==> src/rtl/rr_decoder_arbiter_pkg.sv <==
// Shared types, sizes and the rotating-priority candidate search for the
// four-requester round-robin arbiter.
package rr_decoder_arbiter_pkg;

  localparam int NUM_REQ = 4;
  localparam int ID_W    = 2;

  typedef enum logic {
    IDLE  = 1'b0,
    GRANT = 1'b1
  } state_t;

  typedef struct packed {
    logic            found;
    logic [ID_W-1:0] id;
  } cand_t;

  // First requester at or after ptr (mod NUM_REQ), optionally skipping one
  // index. The scan runs from the farthest offset down to offset zero so the
  // last hit written is the highest-priority one.
  function automatic cand_t next_candidate(
    input logic [NUM_REQ-1:0] req,
    input logic [ID_W-1:0]    ptr,
    input logic               exclude_valid,
    input logic [ID_W-1:0]    exclude_id
  );
    cand_t           c;
    logic [ID_W-1:0] idx;
    c = '0;
    for (int i = NUM_REQ - 1; i >= 0; i--) begin
      idx = ptr + i[ID_W-1:0];
      if (req[idx] && !(exclude_valid && (idx == exclude_id))) begin
        c.found = 1'b1;
        c.id    = idx;
      end
    end
    return c;
  endfunction

endpackage

==> src/rtl/onehot_decode_2to4.sv <==
// 2-bit index to 4-bit one-hot decoder with an enable; all zero when
// disabled.
module onehot_decode_2to4 (
  input  logic [1:0] idx,
  input  logic       en,
  output logic [3:0] onehot
);

  // Shift a single set bit into position, or force zero when disabled.
  assign onehot = en ? (4'b0001 << idx) : 4'b0000;

endmodule

==> src/rtl/rr_decoder_arbiter.sv <==
// Four-requester round-robin arbiter. A rotating pointer picks the owner, a
// hold counter forces rotation when the owner monopolises the resource while
// someone else waits, and the grant lines are a gated decode of the
// registered owner index.
module rr_decoder_arbiter
  import rr_decoder_arbiter_pkg::*;
#(
  parameter int MAX_HOLD = 8
) (
  input  logic               i_clk,
  input  logic               i_rst,
  input  logic [NUM_REQ-1:0] i_req,
  output logic [NUM_REQ-1:0] o_gnt,
  output logic [ID_W-1:0]    o_gnt_id,
  output logic               o_valid,
  output logic               o_timeout
);

  // MAX_HOLD=1 would give a zero-width counter; keep at least one bit, which
  // then simply stays at zero.
  localparam int HC_W = (MAX_HOLD > 1) ? $clog2(MAX_HOLD) : 1;
  localparam logic [HC_W-1:0] HOLD_LAST = HC_W'(MAX_HOLD - 1);

  state_t          state;
  logic [ID_W-1:0] ptr;
  logic [ID_W-1:0] gnt_id;
  logic            valid;
  logic            timeout;
  logic [HC_W-1:0] hold_cnt;

  logic [ID_W-1:0]    next_ptr;
  logic [NUM_REQ-1:0] owner_mask;
  logic               others_req;
  cand_t              idle_cand;
  cand_t              rot_cand;

  // Candidate lookups: from IDLE the pointer is used as-is; on release or
  // revocation the search restarts just after the owner and skips it.
  assign next_ptr   = gnt_id + ID_W'(1);
  assign owner_mask = NUM_REQ'(1) << gnt_id;
  assign others_req = |(i_req & ~owner_mask);
  assign idle_cand  = next_candidate(i_req, ptr, 1'b0, '0);
  assign rot_cand   = next_candidate(i_req, next_ptr, 1'b1, gnt_id);

  // Arbitration FSM with registered owner, valid and timeout outputs.
  // NOTE: all state here uses non-blocking assignments so every register
  // samples the pre-edge values of the others, independent of statement order.
  always_ff @(posedge i_clk) begin
    if (i_rst) begin
      state    <= IDLE;
      ptr      <= '0;
      gnt_id   <= '0;
      valid    <= 1'b0;
      timeout  <= 1'b0;
      hold_cnt <= '0;
    end else begin
      timeout <= 1'b0;
      case (state)
        IDLE: begin
          if (idle_cand.found) begin
            state    <= GRANT;
            gnt_id   <= idle_cand.id;
            valid    <= 1'b1;
            hold_cnt <= '0;
          end
        end
        GRANT: begin
          if (!i_req[gnt_id]) begin
            // Owner released: hand over without a bubble, or go idle.
            ptr      <= next_ptr;
            hold_cnt <= '0;
            if (rot_cand.found) begin
              gnt_id <= rot_cand.id;
            end else begin
              state <= IDLE;
              valid <= 1'b0;
            end
          end else if ((hold_cnt == HOLD_LAST) && others_req) begin
            // Owner held too long with a competitor waiting: revoke. A
            // competitor exists, so rot_cand is guaranteed to be found.
            ptr      <= next_ptr;
            gnt_id   <= rot_cand.id;
            hold_cnt <= '0;
            timeout  <= 1'b1;
          end else if (hold_cnt != HOLD_LAST) begin
            hold_cnt <= hold_cnt + HC_W'(1);
          end
        end
        default: begin
          state <= IDLE;
          valid <= 1'b0;
        end
      endcase
    end
  end

  onehot_decode_2to4 u_decode (
    .idx    (gnt_id),
    .en     (valid),
    .onehot (o_gnt)
  );

  assign o_gnt_id  = gnt_id;
  assign o_valid   = valid;
  assign o_timeout = timeout;

endmodule

==> config.mk <==
export PLATFORM = sky130hd
export DESIGN_NAME = rr_decoder_arbiter
export DESIGN_NICKNAME = d
export VERILOG_FILES = /design/src/rtl/rr_decoder_arbiter_pkg.sv /design/src/rtl/onehot_decode_2to4.sv /design/src/rtl/rr_decoder_arbiter.sv
export SDC_FILE = /design/constraint.sdc
export NUM_CORES = 1
export LEC_CHECK = 0
export ABC_AREA = 1
export CORE_MARGIN = 3
export CORE_UTILIZATION = 25
export CTS_CLUSTER_DIAMETER = 50
export DETAILED_ROUTE_END_ITERATION = 16
export GPL_TIMING_DRIVEN = 0
export SYNTH_ARGS = -nofsm -noshare
export SYNTH_HDL_FRONTEND = slang
export SYNTH_SLANG_ARGS = --single-unit
==> constraint.sdc <==
create_clock -name i_clk -period 2.8 [get_ports i_clk]
set_input_delay 0.56 -clock i_clk [delete_from_list [all_inputs] [get_ports i_clk]]
set_output_delay 0.56 -clock i_clk [all_outputs]
set_load 0.005 [all_outputs]
==> Yosys cells after proc, flatten, opt, wreduce, memory -nomap -nowiden <==
Cells that the tools add are included.
{ "totals": {"regBits": 10, "latch_bits": 0, "ram_bits": 0, "mem_bits_ro": 0, "input_bits": 6, "elab_cells": 104, "mem_count": 0} }
{ "classes": {"addsub": 8, "mul": 0, "div": 0, "magnitude_cmp": 9, "n_eq_ne": 13, "shifts": 1, "n_mux": 48, "bitwise": 4, "reduce_logical": 15} }
{ "op_table": {"columns": ["cell", "count"], "rows": [
  ["3-bit two-way mux", 12],
  ["2-bit by 3-bit < comparator with 1-bit output, second input constant", 9],
  ["1-bit binary-select mux with 2-bit select", 9],
  ["1-bit two-way mux", 16],
  ["2-bit two-way mux", 6],
  ["2-bit adder, second input constant", 4],
  ["2-bit == test", 4],
  ["2-bit by 1-bit adder with 2-bit output, second input constant", 3],
  ["2-bit inequality test, second input constant", 3],
  ["3-bit case mux with 2 select lines", 1],
  ["3-bit AND reduction", 2],
  ["1-bit logical AND", 5],
  ["4-bit bitwise AND", 1],
  ["1-bit logical NOT", 4],
  ["4-bit two-way mux", 1],
  ["4-bit by 2-bit inequality test with 1-bit output, second input constant", 1],
  ["4-bit NOT", 1],
  ["1-bit case mux with 2 select lines", 2],
  ["2-bit case mux with 2 select lines", 1],
  ["2-bit AND reduction", 2],
  ["4-bit OR reduction", 1],
  ["1-bit by 2-bit left shift with 4-bit output, first input constant", 1],
  ["3-bit by 1-bit adder with 3-bit output, second input constant", 1],
  ["3-bit == test, second input constant", 1],
  ["6 further kinds", 7]
]} }

==> Longest topological paths before layout <==
Gate-level depths: netlist (run 1).
{ "logic_depth": {"depth_word": 12, "ltp_mapped": 14, "depth_no_buf": 14} }

==> Modules after synthesis <==
A second synthesis (run 1) with hierarchy kept.
{ "unflattened": {"cells_unflattened": 186, "area_unflattened_um2": 1028.5} }
{ "modules_own_cells": {"columns": ["mod", "n_inst", "cells_per_inst", "area_each_um2", "seq_area_each_um2"], "rows": [
  ["rr_decoder_arbiter", 1, 178, 998.5, 200.2],
  ["onehot_decode_2to4", 1, 8, 30.0, 0.0]
]} }

==> Least setup slack after synthesis (run 1) <==
OpenSTA, ideal clock, no wires.
{ "synth_path": {"path_kind": "register to register", "startpoint": "register gnt_id[0], in the netlist o_gnt_id[0]", "endpoint": "register gnt_id[0], in the netlist o_gnt_id[0]", "setup_ps": 114, "t_arrival_ps": 1614, "required_time_ps": 2686, "path_slack_ps": 1072, "path_stages_with_launch": 13, "n_path_buf": 0, "cell_sequence": "dfxtp_1 -> inv_2 -> ha_1 -> inv_1 -> nand2_1 -> nand2_1 -> nand3_1 -> nand2_1 -> nand2_1 -> nand2_1 -> nand2_1 -> a21oi_1 -> nor2_1"} }
{ "synth_via": {"elab_chain_len": 12} }
{ "synth_rtl": {"columns": ["item", "line_no", "rtl"], "rows": [
  ["from (decl)", "rr_decoder_arbiter.sv:26", "logic [ID_W-1:0] gnt_id;"],
  ["from (signal assigned)", "rr_decoder_arbiter.sv:62", "gnt_id <= idle_cand.id;"],
  ["from (signal assigned)", "rr_decoder_arbiter.sv:73", "gnt_id <= rot_cand.id;"],
  ["from (signal assigned)", "rr_decoder_arbiter.sv:82", "gnt_id <= rot_cand.id;"],
  ["2-bit by 1-bit adder with 2-bit output (*)", "rr_decoder_arbiter.sv:39", "assign next_ptr = gnt_id + ID_W'(1);"],
  ["via next_ptr[0]", "rr_decoder_arbiter.sv:31", "logic [ID_W-1:0] next_ptr;"],
  ["2-bit adder", "rr_decoder_arbiter_pkg.sv:31", "idx = ptr + i[ID_W-1:0];"],
  ["1-bit binary-select mux with 2-bit select or 2-bit == test (tied branches)", "rr_decoder_arbiter_pkg.sv:32", "if (req[idx] && !(exclude_valid && (idx == exclude_id))) begin"],
  ["1-bit two-way mux (implied by the code) or 1-bit logical NOT (tied branches)", "rr_decoder_arbiter_pkg.sv:32", null],
  ["1-bit logical AND", "rr_decoder_arbiter_pkg.sv:32", null],
  ["3-bit two-way mux (3 in series)", "rr_decoder_arbiter_pkg.sv:32", null],
  ["3-bit two-way mux (*)", "rr_decoder_arbiter_pkg.sv:32", null],
  ["2-bit two-way mux, on equally long branches", "rr_decoder_arbiter.sv:72, rr_decoder_arbiter.sv:78", null],
  ["2-bit two-way mux", "rr_decoder_arbiter.sv:68", "if (!i_req[gnt_id]) begin"],
  ["2-bit case mux with 2 select lines", "rr_decoder_arbiter.sv:58", "case (state)"]
]} }
The timed path passes the listed nets; every way through them passes the cells marked *. The select of a mux whose other input is x is not followed.
A chain may end at the register's enable or synchronous reset.

==> Final worst setup path (run 1) <==
{ "layout_path": {"startpoint": "register gnt_id[0], in the netlist o_gnt_id[0]", "endpoint": "output o_gnt[2]"} }
{ "layout_via": {"elab_chain_len": 2} }
{ "layout_rtl": {"columns": ["item", "line_no", "rtl"], "rows": [
  ["1-bit by 2-bit left shift with 4-bit output", "onehot_decode_2to4.sv:10", "assign onehot = en ? (4'b0001 << idx) : 4'b0000;"],
  ["4-bit two-way mux", "onehot_decode_2to4.sv:10", null],
  ["to (decl)", "rr_decoder_arbiter.sv:13", "output logic [NUM_REQ-1:0] o_gnt,"]
]} }
Every way passes these cells.

==> run metrics, run 1 <==
crit end category=primary output; Synth async-reset ratio=0; Mapped Area=1120 sq um; Core Rows=23; largest net degree at the start of global routing=11; critical path type=register to primary output; Final min period=2.16 ns; CTS Buf Count=3; TNS Setup=0 ns; Skew-Pair Late Insertion Delay=0.23 ns; GRT Overall Usage=0.107; ranking of synthesized cells by area=nand2_1 28%, dfxtp_1 18%, nand3_1 8.1%; Die Height=72.9 um; Yosys cell types=25; number of global-route vias before repair=1,042; crit share post-route=0.771; final hold vios=0; core area=4140 sq um; 1st-pass router iterations=4; Layout Skew=0.00187 ns; worst hold path type=register to register; CP arrival=1.60 ns; share of layout cells above drive strength 1=0.136; Fillers=483; iteration-0 DRC count of the detailed router=58; CP required=2.24 ns; grt total ovfl=0; total of max-cap violations=0; Syn Area/Cell=5.64 sq um; max frequency=0.463 GHz; Critical Path Source Type=register; DP HPWL=2110 um; Post-synth EDFFs=0; CP max stage cell=dfxtp_1; Finished Core Util=0.326; drt total wl=2630 um; via count=1,176; Peak VDD IR=201 uV; port bufs=13; Initial Util=0.270; fin nets=228; area leader, netlist=nand2_1; IO Pins=14; max incr delay on CP=0.45 ns; RD Place Congestion=0.801; die width=72.9 um; global-route wire length before repair=4620 um; Design Power=1.17 mW; main flop type after synthesis=dfxtp_1; post-synthesis sequential area ratio=0.179; Worst-path clk slew=0.04 ns; Synth Instances=198; TritonCTS clock tree=done; diodes inserted=0; RSZ-0062 raised after global routing=no; clock sink count=10; measured slew at the worst slew-check pin=0.329 ns; CTS Buffer Depth=2; syn nets=210; Routed Antenna Nets=0; number of synthesized register bits=10; # setup viols final=0; Synth Warn #=0; Clk Tree Root Cell=clkbuf_8; Leak=0.768 nW; DIE AREA=5310 sq um; H-tree depth=1; Synth-to-Final Area Change=20.9%; initial antenna violation count=0; post-CTS resize count=0; kind of cell adding the most delay to the critical path=buffers and inverters; postcts setup bufs=0; Via-to-Cell Ratio=4.45; cells along the critical path=inv_2 > ha_1 > nand2_1 > inv_1 > clkdlybuf4s50_1; Final Max Tran Viols=0; CP max FO=10; PwrDens=866 nW/um^2; Avg WL per Cell=9.95 um; worst path bufs/invs=3; status=finished, final reports clean; detailed-route DRC error count=0; relative slew slack=0.781; cts hold-fix bufs=0; Synth top area share=0.279
per-stage QoR:
step                area (sq um)  instances  hold slack (ns)  worst slack (ns)
floorplan                   1120        198            0.457              1.07
global placement            1310        261            0.472             0.621
detailed placement          1310        261            0.484             0.634
CTS                         1350        264            0.493             0.619
global route                1350        264            0.517             0.495
finish                      1350        264            0.488             0.641
cells by family (layout without fill, tap and decap cells):
family,after synthesis,in the layout,synth area share
adders and majority gates,6,6,0.0672
and+or+nand+nor,131,131,0.524
buffers and inverters,33,49,0.134
DFF,10,10,0.179
AOI/OAI and AO/OA,18,18,0.0952
power breakdown:
| part | internal, mW | leakage, nW | switching (mW) | total, mW |
|---|---|---|---|---|
| Sequential | 0.177 | 0.0824 | 0.0439 | 0.221 |
| Clock | 0.0934 | 0.0216 | 0.0481 | 0.142 |
| Combinational | 0.308 | 0.664 | 0.500 | 0.808 |
| Total | 0.578 | 0.768 | 0.592 | 1.17 |
sequential cells by signal, summed over array words and instances (netlist names):
| signal | cells |
|---|---|
| hold_cnt | 3 |
| o_gnt_id | 2 |
| ptr | 2 |
| o_timeout | 1 |
| o_valid | 1 |
| state | 1 |
final cells by class:
type | count | area (sq um) | share of cell area
Sequential cell | 10 | 200 | 0.148
Clock buffer | 3 | 41.3 | 0.0306
Tap cell | 50 | 62.6 | 0.0463
Timing Repair Buffer | 13 | 130 | 0.0963
Inverter | 30 | 120 | 0.0889
Buffer | 3 | 30.0 | 0.0222
Multi-Input combinational cell | 155 | 767 | 0.568
cell usage after synthesis (2+ instances only):
library cell,number
nand2_1,83
nand2_2,8
nand3_2,2
nor2_1,13
inv_2,5
buf_6,2
a21oi_1,5
inv_1,23
dfxtp_1,10
o21ai_1,3
o21ai_0,7
nand2_4,2
ha_1,6
nand3_1,18
worst paths after layout:
kind | slack [ns] | from | depth (start not counted) | end
max | 0.64 | o_gnt_id[0] | 5 | o_gnt[2]
min | 0.49 | hold_cnt[1] | 2 | hold_cnt[1]
max reg2reg | 0.80 | o_gnt_id[0] | 13 | o_gnt_id[0]
min reg2reg | 0.49 | hold_cnt[1] | 2 | hold_cnt[1]
cell usage in the layout, fill, tap and decap left out:
master,synthesis,layout
a21oi_1,5,5
a31oi_1,1,1
buf_4,1,1
buf_6,2,2
clkbuf_8,0,3
clkdlybuf4s50_1,0,13
dfxtp_1,10,10
ha_1,6,6
inv_1,23,23
inv_2,5,5
inv_4,1,1
inv_6,1,1
nand2_1,83,83
nand2_2,8,8
nand2_4,2,2
nand3_1,18,18
nand3_2,2,2
nand3b_1,1,1
nand3b_2,1,1
nand4_1,1,1
nor2_1,13,13
nor2_4,1,1
nor4_1,1,1
o21ai_0,7,7
o21ai_1,3,3
o21ai_2,1,1
o21ai_4,1,1
per-layer routing:
metal  vias up  GRT usage  part of all wire  wire length, um
met2        35      0.164              0.41             1070
met1       496      0.156              0.52             1360
met3         0     0.0234             0.075              197
li1        645          -                 -                -
met5         -          0                 0                0
met4         0     0.0143                 0                0
worst register-to-register path: stages, from the launching register on:
cell and delay, ns:
dfxtp_1 0.45, inv_2 0.16, ha_1 0.41, inv_1 0.10, nand2_1 0.09, nand2_1 0.09
nand3_1 0.10, nand2_1 0.08, nand2_1 0.08, nand2_1 0.06, nand2_1 0.05, nand3_1 0.06
a21oi_1 0.12, nor2_1 0.05
(Power assumes the default switching activity.)
==> run 2: changes to the inputs <==
clock period = 2.05 ns   (was 2.8 ns; I/O delays follow)
==> run 2 against run 1 <==
Net effect: clock power increased by 37%; final area increased by 0.56%; largest cell class unchanged; worst setup slack got worse by 0.49 ns.
==> run metrics, run 2 (synthesis gave the netlist of run 1 again) <==
clock sink count=10 (unchanged); largest net degree at the start of global routing=11 (unchanged); Routed Antenna Nets=0 (unchanged); TritonCTS clock tree=done; CP max stage cell=clkdlybuf4s50_1; port bufs=13 (unchanged); Core Rows=23 (unchanged); CP required=1.64 ns (-0.60 ns); commonest non-fill, non-tap cells in the layout=83 x nand2_1, 23 x inv_1, 18 x nand3_1; multi-input logic area=769 sq um (+0.33%); DIE AREA=5310 sq um (unchanged); Via-to-Cell Ratio=4.46 (+0.17%); core area=4140 sq um (unchanged); 1st-pass router iterations=4 (unchanged); DP HPWL=2110 um (unchanged); max frequency=0.527 GHz; Final min period=1.90 ns; iteration-0 DRC count of the detailed router=71 (+22%); Critical Path Source Type=register; Worst-path clk slew=0.04 ns (about the same); initial antenna violation count=0 (unchanged); status=finished, final reports clean; crit end category=primary output; number of global-route vias before repair=1,042 (unchanged); detailed-route DRC error count=0 (unchanged); crit share post-route=0.926; Peak VDD IR=285 uV (+42%); Reg power frac=0.191 (+0.002); die width=72.9 um (unchanged); PwrDens=1190 nW/um^2 (+37%); Power Internal=0.800 mW (+38%); Most flops, register=hold_cnt; Gate power share=0.689 (about the same); relative slew slack=0.817 (+0.0367); GRT Overall Usage=0.107 (unchanged); Synth-to-Final Area Change=21.6%; measured slew at the worst slew-check pin=0.273 ns (-0.0554 ns); DP Area=1310 sq um (unchanged); FF+latch area=203 sq um (+1.2%); worst hold path type=register to register; CP arrival=1.49 ns (-0.11 ns); CP max FO=8 (-2); grt total ovfl=0 (unchanged); most common cell after layout, fill and taps aside=nand2_1; CTS Buf Count=3 (unchanged); diodes inserted=0 (unchanged); Initial Util=0.270 (unchanged); P_sw=0.813 mW (+37%); final hold vios=0 (unchanged); Finished Core Util=0.328 (+0.00181); RSZ-0062 raised after global routing=no; IO Pins=14 (unchanged); Layout Skew=0.00238 ns (+0.000510 ns); Final Instance Area=1360 sq um (+0.56%); Skew-Pair Late Insertion Delay=0.23 ns (about the same); fraction of power spent switching nets=0.504 (-0.00218); worst path bufs/invs=3 (unchanged); Clk Tree Root Cell=clkbuf_8; via count=1,178 (+0.17%); CTS Buffer Depth=2 (unchanged); critical path type=register to primary output; max incr delay on CP=0.48 ns (+0.03 ns); Die Height=72.9 um (unchanged); total of max-cap violations=0 (unchanged); global-route wire length before repair=4620 um (unchanged); drt total wl=2640 um (+0.30%); cells along the critical path=inv_4 > ha_2 > nand2_1 > inv_1 > clkdlybuf4s50_1; max reg flops=3 (unchanged); postcts setup bufs=0 (unchanged); Leak=0.768 nW (about the same); RD Place Congestion=0.801 (unchanged); Avg WL per Cell=9.98 um (+0.30%); # setup viols final=0 (unchanged); Design Power=1.61 mW (+38%); Hold Worst Slack=0.488 ns (+0.0000990 ns); Final Max Tran Viols=0 (unchanged); fin nets=228 (unchanged); H-tree depth=1 (unchanged); TNS Setup=0 ns (unchanged); Fillers=482 (-0.21%); Clk pwr share=0.120 (about the same); kind of cell adding the most delay to the critical path=buffers and inverters; share of layout cells above drive strength 1=0.150 (+0.0140)
[run 2: final timing paths]
kind	startpoint	endpoint	slack [ns]	depth (start not counted)
setup / recovery	o_gnt_id[1]	o_gnt[0]	0.15	5
setup reg to reg	o_gnt_id[1]	o_gnt_id[0]	0.19	13
hold reg to reg	hold_cnt[1]	hold_cnt[1]	0.49	2
hold / removal	hold_cnt[1]	hold_cnt[1]	0.49	2
[run 2: layout make-up]
class | instances | share of cell area
multi-input cells | 155 | 0.566
flip-flops and latches | 10 | 0.149
repair buffers | 13 | 0.0958
inverters | 30 | 0.0902
well taps | 50 | 0.0460
clock buffers | 3 | 0.0304
plain buffers | 3 | 0.0221
[run 2: worst min-delay path, cell delays in order, from the launching register on]
cell and delay [ns]:
dfxtp_1 0.33, nor2_1 0.05, nor2_1 0.08
[run 2: per-stage QoR]
stage	setup WS, ns	cells
2_1_floorplan	0.322	198
3_5_place_dp	0.0343	261
6_report	0.151	264
3_3_place_gp	0.0209	261
4_1_cts	0.0194	264
5_1_grt	0.0163	264
[run 2: power groups by stage]
| stage | clock network [mW] | registers (mW) | logic, mW |
|---|---|---|---|
| 3_5_place_dp | 0 | 0.305 | 1.10 |
| 3_3_place_gp | 0 | 0.306 | 1.10 |
| 6_report | 0.194 | 0.308 | 1.11 |
| 5_1_grt | 0.215 | 0.318 | 1.30 |
| 4_1_cts | 0.205 | 0.303 | 1.11 |
| 2_1_floorplan | 0 | 0.292 | 0.863 |
[run 2: what timing repair did]
item	CTS	global route
hold endpoints to repair	0	0
hold buffers	0	0
gates resized for setup	0	4
endpoints found under the setup margin	0	6
[run 2: metal layers]
metal / GRT usage / wire (um)
met3: 0.0234 / 206
met2: 0.164 / 1070
met4: 0.0143 / 0
met1: 0.156 / 1360
met5: 0 / 0
